### config.mk
export PLATFORM = sky130hd
export DESIGN_NAME = ysyx_23060096_wb_arbiter
export DESIGN_NICKNAME = d
export VERILOG_FILES = /design/src/rtl/ysyx_23060096_wb_pkg.sv /design/src/rtl/ysyx_23060096_rr_arb2.sv /design/src/rtl/ysyx_23060096_wb_arbiter.sv
export SDC_FILE = /design/constraint.sdc
export NUM_CORES = 1
export LEC_CHECK = 0
export ABC_AREA = 1
export ABC_CLOCK_PERIOD_IN_PS = 3000
export CORE_ASPECT_RATIO = 1.2
export CORE_UTILIZATION = 51
export DETAILED_ROUTE_END_ITERATION = 7
export PLACE_DENSITY_LB_ADDON = 0.1
export SYNTH_ARGS = -nofsm -noshare
export SYNTH_HDL_FRONTEND = slang
export SYNTH_HIERARCHICAL = 1
export SYNTH_SLANG_ARGS = --single-unit
### constraint.sdc
create_clock -name clk -period 3 [get_ports clk]
set_input_delay 0.3 -clock clk [delete_from_list [all_inputs] [get_ports clk]]
set_output_delay 0.3 -clock clk [all_outputs]
set_load 0.1 [all_outputs]
### src/rtl/ysyx_23060096_wb_pkg.sv
// ----------------------------------------------------------------------------
// ysyx_23060096_wb_pkg
// Shared definitions for the writeback arbiter slice.
//   WB_ADDR_WIDTH : default register index width (1 << WB_ADDR_WIDTH registers)
//   WB_DATA_WIDTH : default register data width
//   src_e         : writeback source identifier; also the bit position of the
//                   source inside the arbiter req/gnt vectors.
// ----------------------------------------------------------------------------
package ysyx_23060096_wb_pkg;

    localparam int WB_ADDR_WIDTH = 5;
    localparam int WB_DATA_WIDTH = 32;

    typedef enum logic {
        SRC_ALU = 1'b0,
        SRC_LSU = 1'b1
    } src_e;

endpackage

### src/rtl/ysyx_23060096_rr_arb2.sv
// ----------------------------------------------------------------------------
// ysyx_23060096_rr_arb2
// Two-requester round-robin arbiter with a combinational grant.
// Ports:
//   clk      in   clock
//   rstn     in   synchronous active-low reset
//   req[1:0] in   request vector, bit SRC_ALU / bit SRC_LSU
//   gnt[1:0] out  one-hot grant, or zero when nobody requests (comb)
// The arbiter owns the last-grant pointer. After reset the pointer names the
// LSU, so the ALU wins the first contested cycle.
// ----------------------------------------------------------------------------
module ysyx_23060096_rr_arb2
    import ysyx_23060096_wb_pkg::*;
(
    input  logic       clk,
    input  logic       rstn,
    input  logic [1:0] req,
    output logic [1:0] gnt
);

    src_e last;

    always_comb begin
        gnt = 2'b00;
        case (req)
            2'b01:   gnt = 2'b01;
            2'b10:   gnt = 2'b10;
            // Contested: the source that did not win last time goes first.
            2'b11:   gnt = (last == SRC_LSU) ? 2'b01 : 2'b10;
            default: gnt = 2'b00;
        endcase
    end

    always_ff @(posedge clk) begin
        if (!rstn) begin
            last <= SRC_LSU;
        end else if (|req) begin
            last <= gnt[1] ? SRC_LSU : SRC_ALU;
        end
    end

endmodule

### src/rtl/ysyx_23060096_wb_arbiter.sv
// ----------------------------------------------------------------------------
// ysyx_23060096_wb_arbiter
// Shares the single register-file write port between the ALU and LSU
// writeback paths, and keeps a per-register busy scoreboard for decode.
// Ports:
//   clk, rstn                  clock, synchronous active-low reset
//   issue_valid, issue_rd      decode issues an instruction writing issue_rd
//   chk_ra, chk_rb, chk_rd     operands of the instruction in decode
//   hazard                     comb: any checked register is busy
//   alu_valid/rd/data, ready   ALU writeback handshake
//   lsu_valid/rd/data, ready   LSU writeback handshake
//   rf_w_en/waddr/wdata        registered register-file write port
//   wb_err                     sticky: a writeback hit a non-busy register
// A grant in cycle N appears on the RF port in cycle N+1; the RF write and the
// busy-bit clear happen together at the end of N+1.
// ----------------------------------------------------------------------------
module ysyx_23060096_wb_arbiter
    import ysyx_23060096_wb_pkg::*;
#(
    parameter int ADDR_WIDTH = WB_ADDR_WIDTH,
    parameter int DATA_WIDTH = WB_DATA_WIDTH
) (
    input  logic                  clk,
    input  logic                  rstn,

    input  logic                  issue_valid,
    input  logic [ADDR_WIDTH-1:0] issue_rd,
    input  logic [ADDR_WIDTH-1:0] chk_ra,
    input  logic [ADDR_WIDTH-1:0] chk_rb,
    input  logic [ADDR_WIDTH-1:0] chk_rd,
    output logic                  hazard,

    input  logic                  alu_valid,
    input  logic [ADDR_WIDTH-1:0] alu_rd,
    input  logic [DATA_WIDTH-1:0] alu_data,
    output logic                  alu_ready,

    input  logic                  lsu_valid,
    input  logic [ADDR_WIDTH-1:0] lsu_rd,
    input  logic [DATA_WIDTH-1:0] lsu_data,
    output logic                  lsu_ready,

    output logic                  rf_w_en,
    output logic [ADDR_WIDTH-1:0] rf_waddr,
    output logic [DATA_WIDTH-1:0] rf_wdata,
    output logic                  wb_err
);

    localparam int NREG = 1 << ADDR_WIDTH;

    logic [1:0]            req;
    logic [1:0]            gnt;
    logic                  gnt_any;
    logic [ADDR_WIDTH-1:0] sel_rd;
    logic [DATA_WIDTH-1:0] sel_data;
    logic                  err_set;

    logic [NREG-1:0]       busy;
    logic [NREG-1:0]       busy_nxt;

    logic                  vld_p1;
    logic [ADDR_WIDTH-1:0] waddr_p1;
    logic [DATA_WIDTH-1:0] wdata_p1;
    logic                  err_p1;

    // ---- stage p0: arbitration and source select ----
    assign req = {lsu_valid, alu_valid};

    ysyx_23060096_rr_arb2 u_rr_arb2 (
        .clk  (clk),
        .rstn (rstn),
        .req  (req),
        .gnt  (gnt)
    );

    assign alu_ready = gnt[SRC_ALU];
    assign lsu_ready = gnt[SRC_LSU];
    assign gnt_any   = |gnt;

    always_comb begin
        sel_rd   = alu_rd;
        sel_data = alu_data;
        if (gnt[SRC_LSU]) begin
            sel_rd   = lsu_rd;
            sel_data = lsu_data;
        end
    end

    // Writing a register nobody is waiting for means decode and the
    // execution units disagree; the write still goes through.
    assign err_set = gnt_any && (sel_rd != '0) && !busy[sel_rd];

    // Hazard looks at the busy bits as they are now; a write retiring this
    // cycle still reports a hazard until its clear has landed.
    assign hazard = busy[chk_ra] | busy[chk_rb] | busy[chk_rd];

    // Retire clears first, then a same-cycle issue re-sets the bit, so an
    // issue to a register that is retiring right now keeps it busy.
    always_comb begin
        busy_nxt = busy;
        if (vld_p1) begin
            busy_nxt[waddr_p1] = 1'b0;
        end
        if (issue_valid && (issue_rd != '0)) begin
            busy_nxt[issue_rd] = 1'b1;
        end
        busy_nxt[0] = 1'b0;
    end

    // ---- stage p1: registered RF write port, scoreboard, error flag ----
    always_ff @(posedge clk) begin
        if (!rstn) begin
            vld_p1   <= 1'b0;
            waddr_p1 <= '0;
            wdata_p1 <= '0;
            busy     <= '0;
            err_p1   <= 1'b0;
        end else begin
            // x0 writes complete the handshake but never reach the RF.
            vld_p1 <= gnt_any && (sel_rd != '0);
            if (gnt_any) begin
                waddr_p1 <= sel_rd;
                wdata_p1 <= sel_data;
            end
            busy <= busy_nxt;
            if (err_set) begin
                err_p1 <= 1'b1;
            end
        end
    end

    assign rf_w_en  = vld_p1;
    assign rf_waddr = waddr_p1;
    assign rf_wdata = wdata_p1;
    assign wb_err   = err_p1;

    // Decode must not issue to a register that is still outstanding, unless
    // that register's write is retiring in this very cycle.
    issue_to_busy_a : assert property (@(posedge clk) disable iff (!rstn)
        !(issue_valid && busy[issue_rd] && !(vld_p1 && (waddr_p1 == issue_rd))));

endmodule

Word level (Yosys, flattened, before mapping) --
Cells that the tools add are included.
Word-level totals: latch bits 0, bits in read-only memories 0, register bits 72, RAM bits 0, input port bits 99, memories 0, output and inout bits 42
Cells by class: multipliers 0, reduce and logical (&&, ||, !) cells 10, eq/ne operators 3, shift operators 0, mux-type cells 19, order comparisons 8, bitwise gates (word level) 5, $add $sub $neg 0, divide/modulo/power cells 0
Operator list (count):
- $mux W32 | 3
- $lt A5 B6 Y1 const B | 6
- $and A32 B32 Y32 | 1
- $not A32 Y32 | 1
- $or A32 B32 Y32 | 1
- $bmux W1 S5 | 4
- $demux W1 S5 | 2
- $ge A5 B1 Y1 const B | 2
- $reduce_bool A5 Y1 | 2
- $mux W1 | 7
- $pmux W2 S3 | 1
- $logic_and A1 B1 Y1 | 5
- $mux W5 | 1
- $eq A2 B2 Y1 const B | 2
- $reduce_or A2 Y1 | 2
- $eq A2 B1 Y1 const B | 1
- $mux W2 | 1
- $or A1 B1 Y1 | 2
- $logic_not A1 Y1 | 1

Longest topological paths before layout --
Gate-level depths: netlist of the first run.
depth after elaboration 9, mapped depth 15, mapped depth without buffers 14

By module --
The synthesis of the first run kept the hierarchy.
By module, submodules not included:
- ysyx_23060096_wb_arbiter | times used 1, seq. area each 1401.3 sq um, cells each 727, area an instance 4460.5 sq um
- ysyx_23060096_rr_arb2 | times used 1, seq. area each 20.0 sq um, cells each 8, area an instance 65.1 sq um

Least setup slack after synthesis of the first run --
No wires, ideal clock.
kind register -> register, start register u_rr_arb2.last, end register err_p1 (netlist: wb_err), period minus slack after synthesis 2.480 ns, setup time 0.131 ns, data arrival time 2.350 ns, data required time 2.869 ns, cell stages (with the launch flop) 15, path slack 0.520 ns, cell sequence dfxtp_1 -> a21boi_2 -> buf_6 -> inv_8 -> buf_8 -> nand2_4 -> nand2_4 -> nor2_2 -> nand2_1 -> nor2_1 -> nor2_1 -> nand2_1 -> nand3_1 -> nand3_1 -> a21oi_2
Between the ends: longest elaborated chain between the ends 7, elaborated cells on any way between the ends 10
RTL lines:
- from (decl) | line ysyx_23060096_rr_arb2.sv:21 | src_e last;
- from (signal assigned) | line ysyx_23060096_rr_arb2.sv:38 | last <= gnt[1] ? SRC_LSU : SRC_ALU;
- $mux W2 (*) | line ysyx_23060096_rr_arb2.sv:29 | 2'b11: gnt = (last == SRC_LSU) ? 2'b01 : 2'b10;
- $pmux W2 S3 (*) | line ysyx_23060096_rr_arb2.sv:25 | case (req)
- named net lsu_ready | line ysyx_23060096_wb_arbiter.sv:41 | output logic lsu_ready,
- $mux W5 | line ysyx_23060096_wb_arbiter.sv:83 | if (gnt[SRC_LSU]) begin
- $bmux W1 S5 | line ysyx_23060096_wb_arbiter.sv:91 | assign err_set = gnt_any && (sel_rd != '0) && !busy[sel_rd];
- $mux W1 (implied by the code) | line ysyx_23060096_wb_arbiter.sv:91
- $logic_not A1 Y1 | line ysyx_23060096_wb_arbiter.sv:91
- $logic_and A1 B1 Y1 (*) | line ysyx_23060096_wb_arbiter.sv:91
- to (signal assigned) | line ysyx_23060096_wb_arbiter.sv:117 | err_p1 <= 1'b0;
- to (signal assigned) | line ysyx_23060096_wb_arbiter.sv:127 | err_p1 <= 1'b1;
- to (decl) | line ysyx_23060096_wb_arbiter.sv:64 | logic err_p1;
The timed path passes the listed nets; every way through them passes the cells marked *. The select of a mux whose other input is x is not followed. A chain may end at the register's enable or synchronous reset.

Final worst setup path of the first run --
start input chk_rb[0], end output hazard
Between the ends: longest elaborated chain between the ends 4
RTL lines:
- from (decl) | line ysyx_23060096_wb_arbiter.sv:29 | input logic [ADDR_WIDTH-1:0] chk_rb,
- $bmux W1 S5 | line ysyx_23060096_wb_arbiter.sv:95 | assign hazard = busy[chk_ra] | busy[chk_rb] | busy[chk_rd];
- $mux W1 (implied by the code) | line ysyx_23060096_wb_arbiter.sv:95
- $or A1 B1 Y1 (2 in a row) | line ysyx_23060096_wb_arbiter.sv:95
- to (decl) | line ysyx_23060096_wb_arbiter.sv:31 | output logic hazard,
No other way between the ends. The select of a mux whose other input is x is not followed.

==> results of run 1 <==
[area by class of cell]
type,count,area (µm²)
well taps,117,146.4
fillers,774,2496
clock buffers,9,123.9
inverters,96,367.9
flip-flops and latches,71,1421
multi-input cells,535,2570
repair buffers,149,1416
clock inverters,7,68.82
[state kept, by name, summed over array words and instances (netlist names)]
register,count
wb_err,1
rf_w_en,1
rf_wdata,32
rf_waddr,5
busy,31
u_rr_arb2/last,1
[worst max-delay path, stage by stage]
cell and delay, ns:
clkdlybuf4s50_1 0.41, inv_1 0.34, o21ai_0 0.15, a21oi_1 0.14, o21ai_0 0.11, nand3_1 0.09, nand2_1 0.05, o21ai_0 0.24
nand3_1 0.17, buf_12 0.20
[routing by layer]
layer | global-route usage (%) | vias to the layer above
li1 | - | 2684
met1 | 39.37 | 2469
met2 | 55.92 | 267
met3 | 9.874 | 57
met4 | 18.27 | 0
met5 | 0 | -
[final timing paths]
path	start	endpoint
max	chk_rb[0]	hazard
min	wb_err$_SDFFE_PN0P_	wb_err$_SDFFE_PN0P_
max reg2reg	u_rr_arb2/last$_SDFFE_PN1P_	wb_err$_SDFFE_PN0P_
min reg2reg	wb_err$_SDFFE_PN0P_	wb_err$_SDFFE_PN0P_
[cell usage after synthesis, types with 2 or more instances]
cell        n  area [µm²]
o221ai_1    2       17.52
nand2_2     3       18.77
nand3_1   132       660.6
o211ai_1    2       15.01
buf_1       4       15.01
nand2_4     7       78.83
buf_6       2       22.52
nand3b_1    2       15.01
clkbuf_1   15       56.30
buf_8       2       30.03
inv_1      92       345.3
nand2_1   175       656.9
dfxtp_1    71        1421
a21oi_1    75       375.4
nand2_8     2       40.04
a21oi_2     2       17.52
a31oi_1     3       18.77
inv_2       3       11.26
nor3_1     10       50.05
o22ai_1     2       12.51
o21ai_1     3       15.01
o21ai_0    90       450.4
nor2_1     19       71.32
buf_2      10       50.05
nor2_2      3       18.77
[metrics by stage]
step / power (mW) / util (%) / std cells / hold slack (ns)
final: 2.791 / 71.01 / 984 / 0.4871
after global routing: 2.907 / 71.01 / 984 / 0.5118
after CTS: 2.793 / 71.01 / 984 / 0.4783
after detailed placement: 2.022 / 68.77 / 968 / 0.4592
after global placement: 2.011 / 68.77 / 968 / 0.4575
after floorplan: 1.716 / - / 735 / 0.3738
[cell families (layout without fill, tap and decap cells)]
kind of cell	Yosys count	after routing	synth area share, %
AOI/OAI and AO/OA	181	181	20.82
buffers and inverters	129	261	11.97
and+or+nand+nor	354	354	35.80
DFF	71	71	31.41
[report_power, final]
group	internal, mW	leakage [nW]	switching [mW]
combinational	0.309	2.04	0.661
sequential	0.992	0.581	0.0477
clock	0.328	0.101	0.454
total	1.63	2.72	1.16
==> results.toml, run 1 <==
[detailed_routing]
wl_met3_mm = 1.469
firstDrtPassIters = 5
wirelength_mm = 15.52
drc_errors = 0
top_layer = "met4"
wirelength_met1_mm = 5.897
vias_per_cell = 5.566
route.met2.wl_mm = 7.421
wire_per_inst_um = 15.77
vias = 5477
detail-route-antenna-nets = 0
drtIter0Drc = 467

[critical_path]
start_kind = "primary input"
reg2reg_depth = 14
cp-end-kind = "primary output"
cp.required_ns = 2.70
r2r_setup_slack_ns = 0.93
worstPathMaxFanout = 18
path_class = "in2out"
arrival_ns = 2.21

[synthesis]
syn_avg_cell_area_um2 = 6.157
seq_area_frac_synth_pct = 31.41
syn_area_um2 = 4526
synth_ff_type = "dfxtp_1"
synth_enable_flop_cells = 0
syn_inst = 735
async_flop_share_pct = 0
synth-seq-cells = 71
synth.distinct_cells = 29
ys_warn_count = 6
syn_nets = 834

[clocking]
htreeDepth = 3
cts-root-buf = "clkbuf_8"
clock_latency_ns = 0.37
clk_pin_slew_worst_paths_ns = 0.09
hold_buffers = 0
clockBufferDepth = 2
cts-resized-gates = 0
cts_setup_buffers = 0
cts_inserted_buffers = 9
tritoncts = "yes"
clkSinkCount = 71

[floorplan]
die_width_um = 87.99
die_y_um = 105.2
ioPinCount = 141
start_util_pct = 52.56
dieArea_um2 = 9256
coreArea_um2 = 8611
placementRows = 37

[power_and_ir_drop]
p_per_area_nw_per_um2 = 456.5
leakage_nw = 2.722
ir_worst_vdd_mv = 0.4006

[sta]
worst_slack_ns = 0.4903
setup_viol = 0
fin_tns_setup_ns = 0
min_period_ns = 2.510
finalCritPeriodShare_pct = 83.66
relSlewSlack_pct = 29.45
max_freq_mhz = 398.4
hold_viol_final = 0
rsz0062_at_grt = "no"
timing.final.max_slew_violations = 0
tightest_slew_ns = 1.057
fin_skew_ns = 0.01456

[placed_design]
gp_congestion = 0.9942
dp_slack_ns = 0.4401
io_buffers = 140
detailed_place_hpwl_mm = 11.30
placedInstanceArea_um2 = 5922

[global_routing]
grt_pass1_wl_mm = 24.25
grt_usage_pct = 34.16
antenna_found_initial = 0
grt_pass1_vias = 4979
grt_max_degree = 40
grt-ovfl-total = 0

[cells_and_area]
final_common_cell = "nand2_1"
final_area_um2 = 6115
syn_to_final_growth_pct = 35.11
nets = 961
drive_above_1_share_pct = 9.227
mostFrequentLayoutCells = "175 x nand2_1, 132 x nand3_1, 109 x clkdlybuf4s50_1, 92 x inv_1, 90 x o21ai_0"
diodes = 0

[flow_run]
maxCapViolations = 0

[worst_hold_path]
worstHoldPathType = "reg2reg"
min_path_cells = 2

[run_status]
status = "complete, no violations"
Note: power is estimated with default switching activity, not from simulation.
==> run 2, diff against run 1 <==
ABC_CLOCK_PERIOD_IN_PS = 2400   (was 3000)
CORE_UTILIZATION = 47   (was 51)
clock period = 2.4 ns   (was 3 ns; I/O delays follow)
==> results.toml, run 2 (synthesis results as in run 1) <==
[cells_and_area]
mostFrequentLayoutCells = "175 x nand2_1, 132 x nand3_1, 97 x clkdlybuf4s50_1, 90 x inv_1, 89 x o21ai_0"
final_common_cell = "nand2_1"
syn_to_final_growth_pct = 36.13
drive_above_1_share_pct = 11.12
largest_register_ffs = 32
diodes = 0
nets = 966
final_cell_count_no_fill = 992

[placed_design]
io_buffers = 140
gp_congestion = 1.051
detailed_place_hpwl_mm = 11.77
placed_cells = 975

[detailed_routing]
vias = 5578
drc_errors = 0
vias_per_cell = 5.623
drtIter0Drc = 454
firstDrtPassIters = 7
detail-route-antenna-nets = 0
wire_per_inst_um = 15.87
wirelength_mm = 15.74

[power_and_ir_drop]
ir_worst_vdd_mv = 0.4312
p_sw_mw = 1.397
power.clock.fraction_pct = 28.7
p_per_area_nw_per_um2 = 576.0
seq_power_share_pct = 36.6
finalPower_mw = 3.549
swShare_pct = 39.37
intPower_mw = 2.152
combPwrFrac_pct = 34.6
leakage_nw = 2.775

[sta]
setup_viol = 0
fin_tns_setup_ns = 0
timing.final.max_slew_violations = 0
fin_skew_ns = 0.01348
hold_viol_final = 0
finalCritPeriodShare_pct = 96.36
relSlewSlack_pct = 63.95
max_freq_mhz = 432.4
min_period_ns = 2.313
rsz0062_at_grt = "no"
tightest_slew_ns = 0.5366

[clocking]
htreeDepth = 3
clk_pin_slew_worst_paths_ns = 0.07
clkSinkCount = 71
tritoncts = "yes"
hold_buffers = 0
clockBufferDepth = 2
cts_inserted_buffers = 9
clock_latency_ns = 0.36
cts-root-buf = "clkbuf_8"

[worst_hold_path]
min_to = "busy[14]$_SDFF_PN0_"
hp-start = "busy[14]$_SDFF_PN0_"
worstHoldPathType = "reg2reg"
min_path_cells = 2

[critical_path]
cp.required_ns = 2.16
start_kind = "primary input"
path_class = "in2out"
worstPathMaxFanout = 10
r2r_setup_slack_ns = 0.40
startpoint = "chk_ra[1]"
r2r_end = "wb_err$_SDFFE_PN0P_"
r2r-start = "u_rr_arb2/last$_SDFFE_PN1P_"
reg2reg_depth = 12
arrival_ns = 2.07
cp-end-kind = "primary output"

[global_routing]
grt_usage_pct = 31.63
grt-ovfl-total = 0
grt_pass1_wl_mm = 24.81
antenna_found_initial = 0
grt_max_degree = 34
grt_pass1_vias = 5015

[floorplan]
start_util_pct = 49.32
die_width_um = 91.58
ioPinCount = 141
placementRows = 38
die_y_um = 109.5
coreArea_um2 = 9176
dieArea_um2 = 10030

[flow_run]
maxCapViolations = 0

[run_status]
status = "complete, no violations"
[run 2: cell count changes in the layout (fill, tap and decap cells not counted), moves of 2 or more]
cell / before / now
buf_4: 38 / 53
clkdlybuf4s50_1: 109 / 97
inv_8: 4 / 1
inv_1: 92 / 90
[run 2: how the worst max path moves through the flow]
stage	to	slack (ns)	depth (start not counted)
after floorplan	rf_wdata[22]$_SDFFE_PN0P_	0.15	8
after global placement	hazard	0.09	9
after detailed placement	hazard	0.04	10
after CTS	hazard	0.04	10
after global routing	hazard	0.003	11
final	hazard	0.09	11
[run 2: routing by layer]
layer | track usage [%] | share of wire, %
met5 | 0 | 0
met4 | 16.21 | 4.7
met3 | 7.469 | 9.3
met2 | 54.67 | 49
met1 | 36.61 | 37
[run 2: area by class of cell]
class	instances	area [µm²]
clock inverters	5	65.06
inverters	96	371.6
well taps	120	150.1
repair buffers	154	1441
flip-flops and latches	71	1421
clock buffers	11	141.4
multi-input cells	535	2570
fillers	813	3015
[run 2: power by group through the flow]
stage / registers, mW / clock network [mW] / logic (mW)
global route: 1.30 / 1.07 / 1.31
global placement: 1.32 / 0 / 1.20
finish: 1.30 / 1.02 / 1.23
CTS: 1.30 / 1.03 / 1.22
floorplan: 1.69 / 0 / 0.454
detailed placement: 1.32 / 0 / 1.22
[run 2: critical path: stages]
cell	delay, ns
clkdlybuf4s50_1	0.64
inv_2	0.16
a21oi_1	0.14
o21ai_0	0.09
nand2_1	0.08
nand2_1	0.05
o21ai_0	0.19
nand2_1	0.07
o21ai_1	0.09
nand3_1	0.13
buf_12	0.20
[run 2: what timing repair did]
item,CTS,global route
buffers inserted,0,1
endpoints found under the setup margin,0,1
gates resized for setup,0,4
[run 2: metrics by stage]
stage | utilization (%) | setup WS [ns] | hold WS [ns] | cell area [µm²]
after CTS | 66.99 | 0.04219 | 0.5102 | 6147
after detailed placement | 64.74 | 0.04459 | 0.4975 | 5941
after global placement | 64.74 | 0.08502 | 0.4929 | 5941
final | 67.14 | 0.08743 | 0.5136 | 6161
after global routing | 67.14 | 0.003447 | 0.5283 | 6161
after floorplan | - | 0.1476 | 0.3138 | 4533
